--- src/rtl/ariane_stall_trace_encoder.sv ---
// Run-length encoder for issue-stage stall reasons. Consecutive identical codes
// collapse into {lost, code, run_len} records that are queued for host readout.
module ariane_stall_trace_encoder #(
    parameter int len_width_p  = 32,
    parameter int els_p        = 8,
    parameter int drop_width_p = 32
) (
    input  logic                    clk_i,
    input  logic                    reset_i,
    input  logic                    clear_i,
    input  logic                    enable_i,
    input  logic                    stall_v_i,
    input  logic [5:0]              stall_reason_i,
    output logic                    v_o,
    output logic [len_width_p+6:0]  data_o,
    input  logic                    yumi_i,
    output logic [drop_width_p-1:0] dropped_o,
    output logic                    active_o
);

    localparam int rec_w_lp = len_width_p + 7;
    localparam int ptr_w_lp = $clog2(els_p);

    localparam logic [len_width_p-1:0]  len_one_lp  = len_width_p'(1'b1);
    localparam logic [ptr_w_lp-1:0]     ptr_one_lp  = ptr_w_lp'(1'b1);
    localparam logic [ptr_w_lp:0]       cnt_one_lp  = (ptr_w_lp + 1)'(1'b1);
    localparam logic [ptr_w_lp:0]       full_cnt_lp = (ptr_w_lp + 1)'(els_p);
    localparam logic [drop_width_p-1:0] drop_one_lp = drop_width_p'(1'b1);

    logic                    active_r;
    logic [5:0]              cur_code_r;
    logic [len_width_p-1:0]  run_len_r;
    logic                    lost_r;
    logic [drop_width_p-1:0] dropped_r;
    logic [ptr_w_lp-1:0]     wr_ptr_r;
    logic [ptr_w_lp-1:0]     rd_ptr_r;
    logic [ptr_w_lp:0]       count_r;
    logic                    v_r;
    logic [rec_w_lp-1:0]     data_r;
    logic [rec_w_lp-1:0]     mem_r [els_p];

    logic [5:0]              code_s;
    logic                    emit_s;
    logic                    full_s;
    logic                    push_ok_s;
    logic                    push_fail_s;
    logic                    pop_s;
    logic [rec_w_lp-1:0]     rec_s;
    logic [ptr_w_lp-1:0]     rd_ptr_n_s;
    logic [ptr_w_lp:0]       count_n_s;
    logic [rec_w_lp-1:0]     head_n_s;

    assign v_o       = v_r;
    assign data_o    = data_r;
    assign dropped_o = dropped_r;
    assign active_o  = active_r;

    // Run-boundary detection and FIFO next-state; the head is precomputed so data_o is a flop.
    always_comb begin
        code_s      = stall_v_i ? stall_reason_i : 6'h3F;
        emit_s      = active_r & (~enable_i | (code_s != cur_code_r) | (&run_len_r));
        full_s      = (count_r == full_cnt_lp);
        push_ok_s   = emit_s & ~full_s;
        push_fail_s = emit_s & full_s;
        pop_s       = yumi_i & v_r;
        rec_s       = {lost_r, cur_code_r, run_len_r};
        rd_ptr_n_s  = pop_s ? (rd_ptr_r + ptr_one_lp) : rd_ptr_r;
        case ({push_ok_s, pop_s})
            2'b10:   count_n_s = count_r + cnt_one_lp;
            2'b01:   count_n_s = count_r - cnt_one_lp;
            default: count_n_s = count_r;
        endcase
        if (count_n_s == {(ptr_w_lp + 1){1'b0}}) begin
            head_n_s = {rec_w_lp{1'b0}};
        end else if (push_ok_s && (rd_ptr_n_s == wr_ptr_r)) begin
            head_n_s = rec_s;
        end else begin
            head_n_s = mem_r[rd_ptr_n_s];
        end
    end

    // Record storage; contents are only meaningful below count_r, so no reset.
    always_ff @(posedge clk_i) begin
        if (push_ok_s && !clear_i) begin
            mem_r[wr_ptr_r] <= rec_s;
        end
    end

    // Run accumulation, loss tracking and FIFO pointers.
    always_ff @(posedge clk_i or posedge reset_i) begin
        if (reset_i) begin
            active_r   <= 1'b0;
            cur_code_r <= 6'h00;
            run_len_r  <= {len_width_p{1'b0}};
            lost_r     <= 1'b0;
            dropped_r  <= {drop_width_p{1'b0}};
            wr_ptr_r   <= {ptr_w_lp{1'b0}};
            rd_ptr_r   <= {ptr_w_lp{1'b0}};
            count_r    <= {(ptr_w_lp + 1){1'b0}};
            v_r        <= 1'b0;
            data_r     <= {rec_w_lp{1'b0}};
        end else if (clear_i) begin
            active_r   <= 1'b0;
            cur_code_r <= 6'h00;
            run_len_r  <= {len_width_p{1'b0}};
            lost_r     <= 1'b0;
            dropped_r  <= {drop_width_p{1'b0}};
            wr_ptr_r   <= {ptr_w_lp{1'b0}};
            rd_ptr_r   <= {ptr_w_lp{1'b0}};
            count_r    <= {(ptr_w_lp + 1){1'b0}};
            v_r        <= 1'b0;
            data_r     <= {rec_w_lp{1'b0}};
        end else begin
            if (enable_i) begin
                if (!active_r || emit_s) begin
                    cur_code_r <= code_s;
                    run_len_r  <= len_one_lp;
                    active_r   <= 1'b1;
                end else begin
                    run_len_r  <= run_len_r + len_one_lp;
                end
            end else if (active_r) begin
                active_r <= 1'b0;
            end else begin
                active_r <= 1'b0;
            end

            // A refused push marks the next accepted record as following a gap.
            if (push_ok_s) begin
                lost_r <= 1'b0;
            end else if (push_fail_s) begin
                lost_r <= 1'b1;
            end else begin
                lost_r <= lost_r;
            end

            if (push_fail_s && !(&dropped_r)) begin
                dropped_r <= dropped_r + drop_one_lp;
            end else begin
                dropped_r <= dropped_r;
            end

            if (push_ok_s) begin
                wr_ptr_r <= wr_ptr_r + ptr_one_lp;
            end else begin
                wr_ptr_r <= wr_ptr_r;
            end
            rd_ptr_r <= rd_ptr_n_s;
            count_r  <= count_n_s;
            v_r      <= (count_n_s != {(ptr_w_lp + 1){1'b0}});
            data_r   <= head_n_s;
        end
    end

endmodule

--- config.mk ---
export PLATFORM = sky130hd
export DESIGN_NAME = ariane_stall_trace_encoder
export DESIGN_NICKNAME = d
export VERILOG_FILES = /design/src/rtl/ariane_stall_trace_encoder.sv
export SDC_FILE = /design/constraint.sdc
export NUM_CORES = 1
export LEC_CHECK = 0
export CAP_MARGIN = 20
export CELL_PAD_IN_SITES_DETAIL_PLACEMENT = 0
export CELL_PAD_IN_SITES_GLOBAL_PLACEMENT = 1
export CORE_UTILIZATION = 40
export CTS_CLUSTER_DIAMETER = 60
export DETAILED_ROUTE_END_ITERATION = 6
export DONT_BUFFER_PORTS = 1
export PLACE_DENSITY = 0.65
export SLEW_MARGIN = 20
export SYNTH_ARGS = -nofsm -noshare
export SYNTH_HDL_FRONTEND = slang
export SYNTH_SLANG_ARGS = --single-unit
--- constraint.sdc ---
create_clock -name clk_i -period 13.8 [get_ports clk_i]
set_input_delay 1.38 -clock clk_i [delete_from_list [all_inputs] [get_ports clk_i]]
set_output_delay 1.38 -clock clk_i [all_outputs]
set_load 0.005 [all_outputs]
# After elaboration in Yosys (flattened, before gate mapping)

Memory sizes are Yosys's and may differ from the RTL's.
Index checks and enable logic that the tools add are counted.

$add $sub $neg: 6
Equality and inequality tests: 6
Mux-type cells: 27
Bitwise operators: 8
Reduce and logical (&&, ||, !) cells: 17

Operators with widths:

| operator                | number |
|---|---|
| $mux W32                | 5 |
| $mux W39                | 3 |
| $add A32 B1 Y32 const B | 2 |
| $reduce_and A32 Y1      | 2 |
| $mux W6                 | 4 |
| $mux W3                 | 4 |
| $mux W1                 | 9 |
| $pmux W4 S2             | 1 |
| $reduce_bool A2 Y1      | 4 |
| $add A3 B1 Y3 const B   | 2 |
| $ne A6 B6 Y1            | 1 |
| $add A4 B1 Y4 const B   | 1 |
| $and A1 B1 Y1           | 4 |
| $eq A4 B4 Y1 const B    | 1 |
| $logic_not A4 Y1        | 1 |
| $mux W4                 | 1 |
| $reduce_bool A4 Y1      | 1 |
| $sub A4 B1 Y4 const B   | 1 |
| $eq A3 B3 Y1            | 1 |
| $logic_and A1 B1 Y1     | 3 |
| $logic_not A1 Y1        | 3 |
| $ne A3 B2 Y1 const B    | 1 |
| $reduce_bool A3 Y1      | 1 |
| $eq A2 B1 Y1 const B    | 1 |
| 5 further kinds         | 7 |

Register bits after elaboration: 122
Memory bits (writable): 312
Logic and storage cells: 75
Memories kept: 1

Memories:

| memory | depth | width | rd ports | clocked after Yosys merged registers in | write ports | RTL line | source |
|---|---|---|---|---|---|---|---|
| mem_r  | 8     | 39    | 1        | 0                                       | 1           | 40       | `logic [rec_w_lp-1:0] mem_r [els_p];` |

# Depth between registers and ports, before layout

Gate-level depths: netlist of run 1.

Word-level depth: 11
Depth in mapped cells: 18

# Least setup slack after synthesis of run 1

No wires, ideal clock.

Path type: input -> register
Start: input stall_reason_i[2]
End: memory mem_r[0][0] (netlist name), enable pin
Library setup time: 0.546 ns
Arrival time: 6.484 ns
Setup slack: 6.770 ns
Stages: 8
Path buffers: 1
Cell sequence: and2b_1 > o221ai_1 > a211o_1 > or3_4 > o21ai_1 > nand2b_1 > buf_2 > nor4b_1

Cells in the longest elaborated chain, start to end: 9

Ends and longest elaborated chain:

| element                       | RTL line | source |
|---|---|---|
| start: declaration            | 13       | `input logic [5:0] stall_reason_i,` |
| $mux W6                       | 60       | `code_s = stall_v_i ? stall_reason_i : 6'h3F;` |
| $ne A6 B6 Y1                  | 61       | `emit_s = active_r & (~enable_i \| (code_s != cur_code_r) \| (&run_len_r));` |
| $or A1 B1 Y1 (2 in series)    | 61       |  |
| $and A1 B1 Y1                 | 61       |  |
| $and A1 B1 Y1                 | 63       | `push_ok_s = emit_s & ~full_s;` |
| $logic_and A1 B1 Y1           | 84       | `if (push_ok_s && !clear_i) begin` |
| $mux W1                       | 84       |  |
| $mux W1 (implied by the code) | 85       | `mem_r[wr_ptr_r] <= rec_s;` |
| end: declaration              | 40       |  |

Every way passes these cells.

# Worst setup path after layout of run 1

Start: input stall_reason_i[2]
End: register data_r[12], in the netlist data_o[12]

Cells in the longest elaborated chain, start to end: 11
Elaborated cells between the ends (all ways): 14

Ends and longest elaborated chain:

| element                                             | RTL line | source |
|---|---|---|
| $mux W6 (*)                                         | 60       |  |
| $ne A6 B6 Y1 (*)                                    | 61       |  |
| $or A1 B1 Y1 (*) (2 in series)                      | 61       |  |
| $and A1 B1 Y1 (*)                                   | 61       |  |
| $and A1 B1 Y1 (*)                                   | 63       |  |
| $eq A2 B1 Y1 / $eq A2 B2 Y1 (equally long branches) | 68       | `case ({push_ok_s, pop_s})` |
| $pmux W4 S2                                         | 68       |  |
| $logic_not A4 Y1                                    | 73       | `if (count_n_s == {(ptr_w_lp + 1){1'b0}}) begin` |
| $mux W39 (*)                                        | 73       |  |
| $mux W39 (*)                                        | 102      | `end else if (clear_i) begin` |
| end signal: assignment                              | 101      | `data_r <= {rec_w_lp{1'b0}};` |
| end signal: assignment                              | 112      | `data_r <= {rec_w_lp{1'b0}};` |
| end signal: assignment                              | 151      | `data_r <= head_n_s;` |
| end: declaration                                    | 39       | `logic [rec_w_lp-1:0] data_r;` |

Every way passes the cells marked *; elsewhere a longest branch is shown, timed or not.
A chain may end at the register's enable or synchronous reset.

==> results.cfg, run 1 <==
[status]
status = complete, no violations

[finish]
fin_area_um2 = 20600
fillers = 4120
final_core_util_pct = 45.3
nNetsFinal = 1481
drive_above_1_share_pct = 10.9
area_growth_pct = 11.9
insertedDiodeCount = 0

[power_and_ir_drop]
static-leakage-power_nw = 7.58
p_comb_share_pct = 19.8
pwr_density_cell_nw_per_um2 = 168
internal-power_w = 0.00241
power_switching_w = 0.00103
p_sw_share_pct = 29.9
p_clk_share_pct = 36.7
p_seq_share_pct = 43.5
peakVddDrop_mv = 0.0824

[clock_tree]
path_clk_slew_ns = 0.06
clockRootBuffer = clkbuf_16
post_cts_buffers = 0
insertion_delay_ns = 0.58
cts_buffer_depth = 3
cts.sinks = 434
ctsResizeCount = 0
h-tree-depth = 2
cts_tree = yes
hold_buffers = 0
numCtsBuffers = 48

[placement]
gp_congestion = 0.769
io_buffers = 0
hpwl_um = 26000
placed_area_um2 = 19000
post-place-ws_ns = 6.95

[route]
first_pass_iters = 5
wl_per_cell_um = 23.0
drt-initial-drc-count = 900
drc = 0
viasPerCell = 5.76
ant_nets = 0
wl_um = 48400
via_count = 12100

[timing]
setup_slack_ns = 7.62
fmax_mhz = 162
skew_ns = 0.0148
drv_slew = 0
worstMarginPinSlew_ns = 1.06
fin_crit_ns = 6.18
period_share_pct = 44.8
setup_viol = 0
hold_viol_final = 0
rsz0062_at_grt = no
setup_tns_ns = 0
max-slew-margin-rel_pct = 29.2

[global_route]
grtUsageTotal_pct = 20.8
overflow = 0
grt_pass1_vias = 12000
grt_pass1_wl_um = 73900
grt_max_degree = 85
antenna_found_initial = 0

[synth]
synth.distinct_cells = 70
ys.flop_type = edfxtp_1
synth_top_area_share_pct = 51.0
syn_area_per_cell_um2 = 12.4
synth_commonest_cells = edfxtp_1 (312), nand2_1 (192), a21oi_1 (190), dfrtp_1 (122), clkbuf_1 (77)
yosysWarnings = 0
synth.most_common_cell = edfxtp_1
netlist_area_um2 = 18400
synth-edff-count = 312
synth_seq_cells = 434
syn_nets = 1506
yosys.area.top_type = edfxtp_1
syn_inst = 1486
synthTopCellsByArea = edfxtp_1 (51%), dfrtp_1 (17%), a21oi_1 (5.2%)
ys_async_sr_fraction_pct = 28.1
seq_area_frac_synth_pct = 67.6

[die]
fp.dieArea_um2 = 46800
rows = 78
die_h_um = 216
die_x_um = 216
io_pins = 85
start_util_pct = 40.5
coreArea_um2 = 45400

[min_path]
hold_class = reg -> reg

[critical_path]
critPathArrivalTime_ns = 6.61
path_class = in -> reg
cp-end-kind = flop
worstPathRequired_ns = 14.23
crit_path_start_kind = input port
path_max_fanout = 29

[job]
cap_violations = 0
-- power groups by stage --
stage          Combinational, W  Sequential [W]  Clock, W
3_5_place_dp           0.000693         0.00153         0
6_report               0.000683         0.00150   0.00126
5_1_grt                0.000763         0.00151   0.00134
4_1_cts                0.000693         0.00150   0.00129
2_1_floorplan          0.000521         0.00150         0
3_3_place_gp           0.000682         0.00153         0
-- sequential cells by signal (all words and copies together), names as in the netlist --
| name | count |
|---|---|
| active_o | 1 |
| count_r | 4 |
| cur_code_r | 6 |
| data_o | 39 |
| dropped_o | 32 |
| lost_r | 1 |
| mem_r | 312 |
| rd_ptr_r | 3 |
| run_len_r | 32 |
| v_o | 1 |
| wr_ptr_r | 3 |
-- cell usage in the layout, fill, tap and decap left out, types with 20 or more instances in the layout --
master,synthesis,final
a211oi_1,49,49
a21oi_1,190,190
a221oi_1,39,39
a22oi_1,39,39
buf_4,4,27
clkbuf_16,0,49
dfrtp_1,122,122
edfxtp_1,312,312
inv_1,21,20
nand2_1,192,192
nand3_1,39,39
nor2_1,73,70
nor3_1,31,28
o21ai_0,36,36
or3_1,26,26
-- through the flow --
step	hold WS (ns)	instances	power (W)
CTS	0.592	2101	0.00349
global placement	0.588	2010	0.00221
global route	0.629	2101	0.00361
floorplan	0.535	1486	0.00202
detailed placement	0.582	2011	0.00222
finish	0.596	2101	0.00345
-- routing by layer --
layer,vias to the layer above,share of wire [%],GRT usage [%]
li1,5544,-,-
met1,6177,45,28.9
met2,308,47,33.5
met3,67,5.6,3.45
met4,0,2.2,6.27
met5,-,0,0
-- worst max-delay path, stage by stage --
cell	delay, ns
and2b_1	0.18
o221ai_1	0.12
a211o_1	0.33
or3_4	0.50
o21ai_1	0.72
nand2b_1	0.39
ha_1	0.31
ha_1	0.26
a21o_1	0.18
a21oi_1	0.17
xnor2_1	0.22
mux2i_1	0.22
nor2_1	0.06
nor3_2	0.75
buf_4	0.62
nor3_1	0.15
-- cell families (layout without fill, tap and decap cells) --
family                   count (synthesis)  count (layout)  synth area share (%)
AND/OR/NAND/NOR                        475             475                  12.8
flip-flops                             434             434                  67.6
AO/OA/AOI/OAI                          414             414                  14.4
buffers and inverters                  124             139                  2.85
XOR/XNOR                                16              16                 0.762
multiplexers                            15              15                 0.946
adder cells (fa/ha/maj)                  8               8                 0.585
-- layout make-up --
cell class | count | area (µm²) | share of cell area [%]
inverters | 21 | 83.8 | 0.408
repair buffers | 28 | 214 | 1.04
multi-input cells | 928 | 5530 | 26.9
well taps | 600 | 751 | 3.65
clock inverters | 28 | 253 | 1.23
clock buffers | 62 | 1310 | 6.35
flip-flops and latches | 434 | 12400 | 60.4
-- path summary, 6_finish.rpt --
path	start	to	slack [ns]	cells after the start
min reg2reg	count_r[3]$_DFF_PP0_	count_r[3]$_DFF_PP0_	0.60	2
min	count_r[3]$_DFF_PP0_	count_r[3]$_DFF_PP0_	0.60	2
max	stall_reason_i[2]	data_o[12]$_DFF_PP0_	7.62	16
min in group asynchronous	reset_i	data_o[37]$_DFF_PP0_	0.86	1
max in group asynchronous	reset_i	wr_ptr_r[0]$_DFFE_PP0N_	11.77	2
max reg2reg	run_len_r[0]$_DFFE_PP0P_	data_o[12]$_DFF_PP0_	7.74	17
No activity file was read; power rests on OpenSTA's default activity.
==> run 2, diff against run 1 <==
--- a/config.mk
+++ b/config.mk
@@ -12,7 +12,7 @@
 export CTS_CLUSTER_DIAMETER = 60
 export DETAILED_ROUTE_END_ITERATION = 6
 export DONT_BUFFER_PORTS = 1
-export PLACE_DENSITY = 0.65
+export PLACE_DENSITY = 0.68
 export SLEW_MARGIN = 20
 export SYNTH_ARGS = -nofsm -noshare
 export SYNTH_HDL_FRONTEND = slang
==> constraint.sdc (replaced) <==
create_clock -name clk_i -period 5.6 [get_ports clk_i]
set_input_delay 0.56 -clock clk_i [delete_from_list [all_inputs] [get_ports clk_i]]
set_output_delay 0.56 -clock clk_i [all_outputs]
set_load 0.005 [all_outputs]
==> run 2 against run 1 <==
Clock power rose to 2.5 times the previous value. Register-to-register slack worse by 6.8 ns. Combinational power rose to 2.6 times the previous value. Flip-flop and latch count unchanged. Non-clock buffer count up 4. First-iteration DRC count up 16%. Design area up 0.58%. Clock skew up 0.0079 ns. Clock-buffer cell count up 1. Sequential power up 140%.
==> results.cfg, run 2 (synthesis gave the netlist of run 1 again) <==
[timing]
skew_ns = 0.0228
setup_slack_ns = 0.977
hold_viol_final = 0
holdWs_ns = 0.0326
fin_crit_ns = 4.62
max-slew-margin-rel_pct = 26.7
setup_tns_ns = 0
rsz0062_at_grt = no
drv_slew = 0
setup_viol = 0
period_share_pct = 82.5
worstMarginPinSlew_ns = 1.10
fmax_mhz = 216

[critical_path]
reg2reg_slack_ns = 0.98
path_max_fanout = 40
r2r_cells = 16
cp-end-kind = flop
crit_path_start_kind = flop
worstReg2RegStart = run_len_r[5]$_DFFE_PP0P_
timing.rr.end = data_o[33]$_DFF_PP0_
worstPathRequired_ns = 6.00
path_class = reg -> reg
critPathArrivalTime_ns = 5.02

[placement]
hpwl_um = 26400
post-place-ws_ns = 0.981
gp_congestion = 0.757
io_buffers = 0

[die]
die_h_um = 216
fp.dieArea_um2 = 46800
start_util_pct = 40.5
rows = 78
die_x_um = 216
coreArea_um2 = 45400
io_pins = 85

[global_route]
grt_pass1_vias = 11800
overflow = 0
grtUsageTotal_pct = 21.0
grt_pass1_wl_um = 74400
antenna_found_initial = 1
grt_max_degree = 94

[route]
drt-initial-drc-count = 1043
viasPerCell = 5.78
wl_um = 48800
first_pass_iters = 5
drc = 0
via_count = 12100
ant_nets = 0
wl_per_cell_um = 23.2

[clock_tree]
hold_buffers = 0
cts_buffer_depth = 3
h-tree-depth = 2
ctsResizeCount = 0
insertion_delay_ns = 0.58
numCtsBuffers = 47
cts_tree = yes
clockRootBuffer = clkbuf_16
path_clk_slew_ns = 0.06
post_cts_buffers = 0
cts.sinks = 434

[finish]
largest_reg_flops = 312
final_core_util_pct = 45.6
layout_common_cells = edfxtp_1 (312), nand2_1 (192), a21oi_1 (190)
area_growth_pct = 12.5
drive_above_1_share_pct = 11.1
top_register = mem_r
insertedDiodeCount = 0
nNetsFinal = 1484
fillers = 4099
final_common_cell = edfxtp_1

[power_and_ir_drop]
static-leakage-power_nw = 7.55
pwr_density_cell_nw_per_um2 = 417
peakVddDrop_mv = 0.247

[min_path]
hold_class = in -> async

[job]
cap_violations = 0

[status]
status = complete, no violations
run 2: routing by layer:
layer  track usage (%)  vias to the layer above  share of wire [%]  wire length, µm
met5                 0                        -                  0                0
met4              5.85                        0                1.8              861
met3              4.06                       59                5.8             2810
met2              34.8                      328                 49            23900
met1              28.2                     6186                 44            21300
li1                  -                     5572                  -                -
run 2: where the power goes:
group | switching (W) | leakage [nW] | internal (W) | total, W
combinational | 0.00115 | 2.39 | 0.000621 | 0.00177
sequential | 0.000119 | 4.37 | 0.00354 | 0.00366
clock | 0.00126 | 0.783 | 0.00193 | 0.00319
total | 0.00253 | 7.55 | 0.00609 | 0.00862
run 2: worst max-delay path by stage:
stage                              startpoint                     to  slack (ns)  cells past startpoint
floorplan           run_len_r[16]$_DFFE_PP0P_  mem_r[0][0]$_DFFE_PP_       -0.92                      9
global placement    run_len_r[16]$_DFFE_PP0P_    data_o[7]$_DFF_PP0_        1.08                     16
detailed placement  run_len_r[14]$_DFFE_PP0P_   data_o[33]$_DFF_PP0_        0.98                     16
CTS                 run_len_r[14]$_DFFE_PP0P_    data_o[7]$_DFF_PP0_        0.96                     16
global route        run_len_r[14]$_DFFE_PP0P_    data_o[7]$_DFF_PP0_        0.57                     16
finish               run_len_r[5]$_DFFE_PP0P_   data_o[33]$_DFF_PP0_        0.98                     16
run 2: through the flow:
| stage | power [W] | area (µm²) | cells |
|---|---|---|---|
| global placement | 0.00548 | 19100 | 2015 |
| detailed placement | 0.00551 | 19100 | 2015 |
| global route | 0.00903 | 20700 | 2102 |
| finish | 0.00862 | 20700 | 2102 |
| floorplan | 0.00499 | 18400 | 1486 |
| CTS | 0.00871 | 20700 | 2102 |
run 2: area by class of cell:
cell class / count / area, µm² / share of cell area [%]
Sequential cell: 434 / 12400 / 60.1
Multi-Input combinational cell: 928 / 5540 / 26.8
Clock buffer: 63 / 1320 / 6.38
Tap cell: 600 / 751 / 3.63
Timing Repair Buffer: 32 / 290 / 1.40
Clock inverter: 24 / 278 / 1.34
Inverter: 21 / 83.8 / 0.405
run 2: worst max-delay path: stages (launching register included):
cell and delay (ns):
dfrtp_1 0.59, nand3_1 0.25, nor4_1 0.39, and4b_1 0.39, and3_4 0.35, o21ai_1 0.10, nand2b_1 0.31, ha_1 0.32
ha_1 0.29, a21o_1 0.17, a21oi_1 0.17, xnor2_1 0.21, mux2i_1 0.22, nor2_1 0.06, nor3_2 0.18, buf_12 0.33
a211oi_1 0.10
==> run 3, diff against run 2 <==
==> constraint.sdc (replaced) <==
create_clock -name clk_i -period 3.8 [get_ports clk_i]
set_input_delay 0.38 -clock clk_i [delete_from_list [all_inputs] [get_ports clk_i]]
set_output_delay 0.38 -clock clk_i [all_outputs]
set_load 0.005 [all_outputs]
==> run 3 against run 2 <==
Wire length about the same. Flip-flop and latch count is the same. Final cell count up 2.9%. Combinational power up 64%. Design area increased by 3.3%. Sequential share of layout area down 1.9 points. Register-to-register slack worse by 0.83 ns. Critical path type unchanged. Sequential power is 47% higher.
==> results.cfg, run 3 (synthesis gave the netlist of run 1 again) <==
[status]
status = complete, no violations

[route]
viasPerCell = 5.72
first_pass_iters = 5
wl_um = 48800
wl_per_cell_um = 22.6
drc = 0
ant_nets = 0
via_count = 12400
drt-initial-drc-count = 971

[critical_path]
crit_top_cell = ha_1
cp-end-kind = flop
crit_path_start_kind = flop
path_class = reg -> reg
worst_path_max_delay_cell = nor4_2
critPathArrivalTime_ns = 4.08
max_stage_delay_ns = 0.35
path_max_fanout = 10
worstPathRequired_ns = 4.22
cp_num_buf_inv = 2
worstPathCellList = nand4_1, nor4_2, and4b_2, and3_4, o21ai_2, nand2b_1, ha_1, ha_1, a21o_1, a21oi_2, xnor2_2, mux2i_1, nor2_1, nor3_4, buf_12, buf_16, a211oi_1
crit_family = simple AND/OR/NAND/NOR gates

[clock_tree]
path_clk_slew_ns = 0.06
insertion_delay_ns = 0.59
h-tree-depth = 2
numCtsBuffers = 50
clockRootBuffer = clkbuf_16
cts_tree = yes
cts_buffer_depth = 3
cts.sinks = 434

[timing]
fin_crit_ns = 3.66
setup_viol = 0
drv_slew = 0
max-slew-margin-rel_pct = 28.8
fmax_mhz = 274
hold_viol_final = 0
skew_ns = 0.0280
setup_slack_ns = 0.144
period_share_pct = 96.2
worstMarginPinSlew_ns = 1.07

[die]
coreArea_um2 = 45400
start_util_pct = 40.5
fp.dieArea_um2 = 46800
io_pins = 85
die_h_um = 216
die_x_um = 216
rows = 78

[finish]
final_core_util_pct = 47.1
layout_common_cells = edfxtp_1 (312), nand2_1 (192), a21oi_1 (189)
largest_reg_flops = 312
area_growth_pct = 16.3
nNetsFinal = 1541
top_register = mem_r
insertedDiodeCount = 0
final_common_cell = edfxtp_1
drive_above_1_share_pct = 14.5

[global_route]
grtUsageTotal_pct = 20.8
grt_pass1_wl_um = 74100
grt_pass1_vias = 12200
antenna_found_initial = 0
grt_max_degree = 158
overflow = 0

[placement]
hpwl_um = 26300
io_buffers = 0
gp_congestion = 0.790
post-place-ws_ns = 0.111

[power_and_ir_drop]
p_sw_share_pct = 29.6
power_switching_w = 0.00384
p_comb_share_pct = 22.4
internal-power_w = 0.00914
pwr_density_cell_nw_per_um2 = 607
peakVddDrop_mv = 0.481
p_seq_share_pct = 41.4
p_clk_share_pct = 36.2
static-leakage-power_nw = 7.91

[min_path]
hold_class = in -> reg

[job]
cap_violations = 0
## run 3: cell count changes in the layout (fill, tap and decap cells not counted), moves of 3 or more
cell	previous run	this run
dlygate4sd3_1	0	3
clkbuf_1	10	14
nor3_4	0	3
buf_4	28	67
buf_12	4	13
clkbuf_8	4	7
nor3_2	13	10
clkbuf_16	49	53
bufinv_16	6	3
## run 3: timing repair
item	4_1_cts	5_1_grt
setup endpoints to repair	0	40
hold buffers	4	0
buffers inserted	0	3
endpoints found under the hold margin	134	0
gates resized for setup	0	7
## run 3: worst register-to-register path, cell delays in order (launching register included)
cell and delay (ns):
dfrtp_1 0.34, nand4_1 0.15, nor4_2 0.35, and4b_2 0.33, and3_4 0.21, o21ai_2 0.06, nand2b_1 0.16, ha_1 0.21
ha_1 0.27, a21o_1 0.19, a21oi_2 0.18, xnor2_2 0.16, mux2i_1 0.21, nor2_1 0.08, nor3_4 0.20, buf_12 0.17
buf_16 0.15, a211oi_1 0.06
## run 3: per-layer routing
layer / part of all wire, % / up-vias / GRT usage [%] / wire length [µm]
met3: 4.8 / 64 / 3.42 / 2340
li1: - / 5686 / - / -
met5: 0 / - / 0 / 0
met1: 46 / 6292 / 28.7 / 22200
met4: 2.0 / 0 / 6.29 / 989
met2: 48 / 318 / 33.7 / 23300
## run 3: layout make-up
cell class                 instances  area (µm²)
multi-input combinational        928        5630
clock buffer                      72        1430
inverter                          21        83.8
timing repair buffer              86         871
tap                              600         751
fill                            4033       24000
sequential                       434       12400
clock inverter                    21         191
## run 3: power by group through the flow
| stage | Combinational, W | Sequential, W | Clock (W) |
|---|---|---|---|
| 2_1_floorplan | 0.00198 | 0.00540 | 0 |
| 3_3_place_gp | 0.00266 | 0.00548 | 0 |
| 3_5_place_dp | 0.00272 | 0.00548 | 0 |
| 4_1_cts | 0.00275 | 0.00539 | 0.00480 |
| 5_1_grt | 0.00318 | 0.00539 | 0.00498 |
| 6_report | 0.00290 | 0.00538 | 0.00470 |
## run 3: final timing paths
check	start	to	slack [ns]	depth (start not counted)
worst max-delay path	run_len_r[16]$_DFFE_PP0P_	data_o[23]$_DFF_PP0_	0.14	17
worst min-delay path	clear_i	dropped_o[27]$_DFFE_PP0P_	0.03	2
worst max register to register	run_len_r[16]$_DFFE_PP0P_	data_o[23]$_DFF_PP0_	0.14	17
worst min register to register	cur_code_r[1]$_DFFE_PP0P_	data_o[33]$_DFF_PP0_	0.59	2
max in group asynchronous	reset_i	data_o[32]$_DFF_PP0_	2.37	3
min in group asynchronous	reset_i	cur_code_r[3]$_DFFE_PP0P_	0.50	2
## run 3: metrics by stage
step	std cells	hold slack (ns)	power, W	setup TNS, ns	cell area [µm²]
detailed placement	2060	0.455	0.00820	0	19600
finish	2162	0.0330	0.0130	0	21400
CTS	2157	0.00439	0.0129	0	21200
floorplan	1486	0.535	0.00738	-65.06	18500
global placement	2060	0.452	0.00814	0	19600
global route	2162	0.0318	0.0135	-0.156	21400
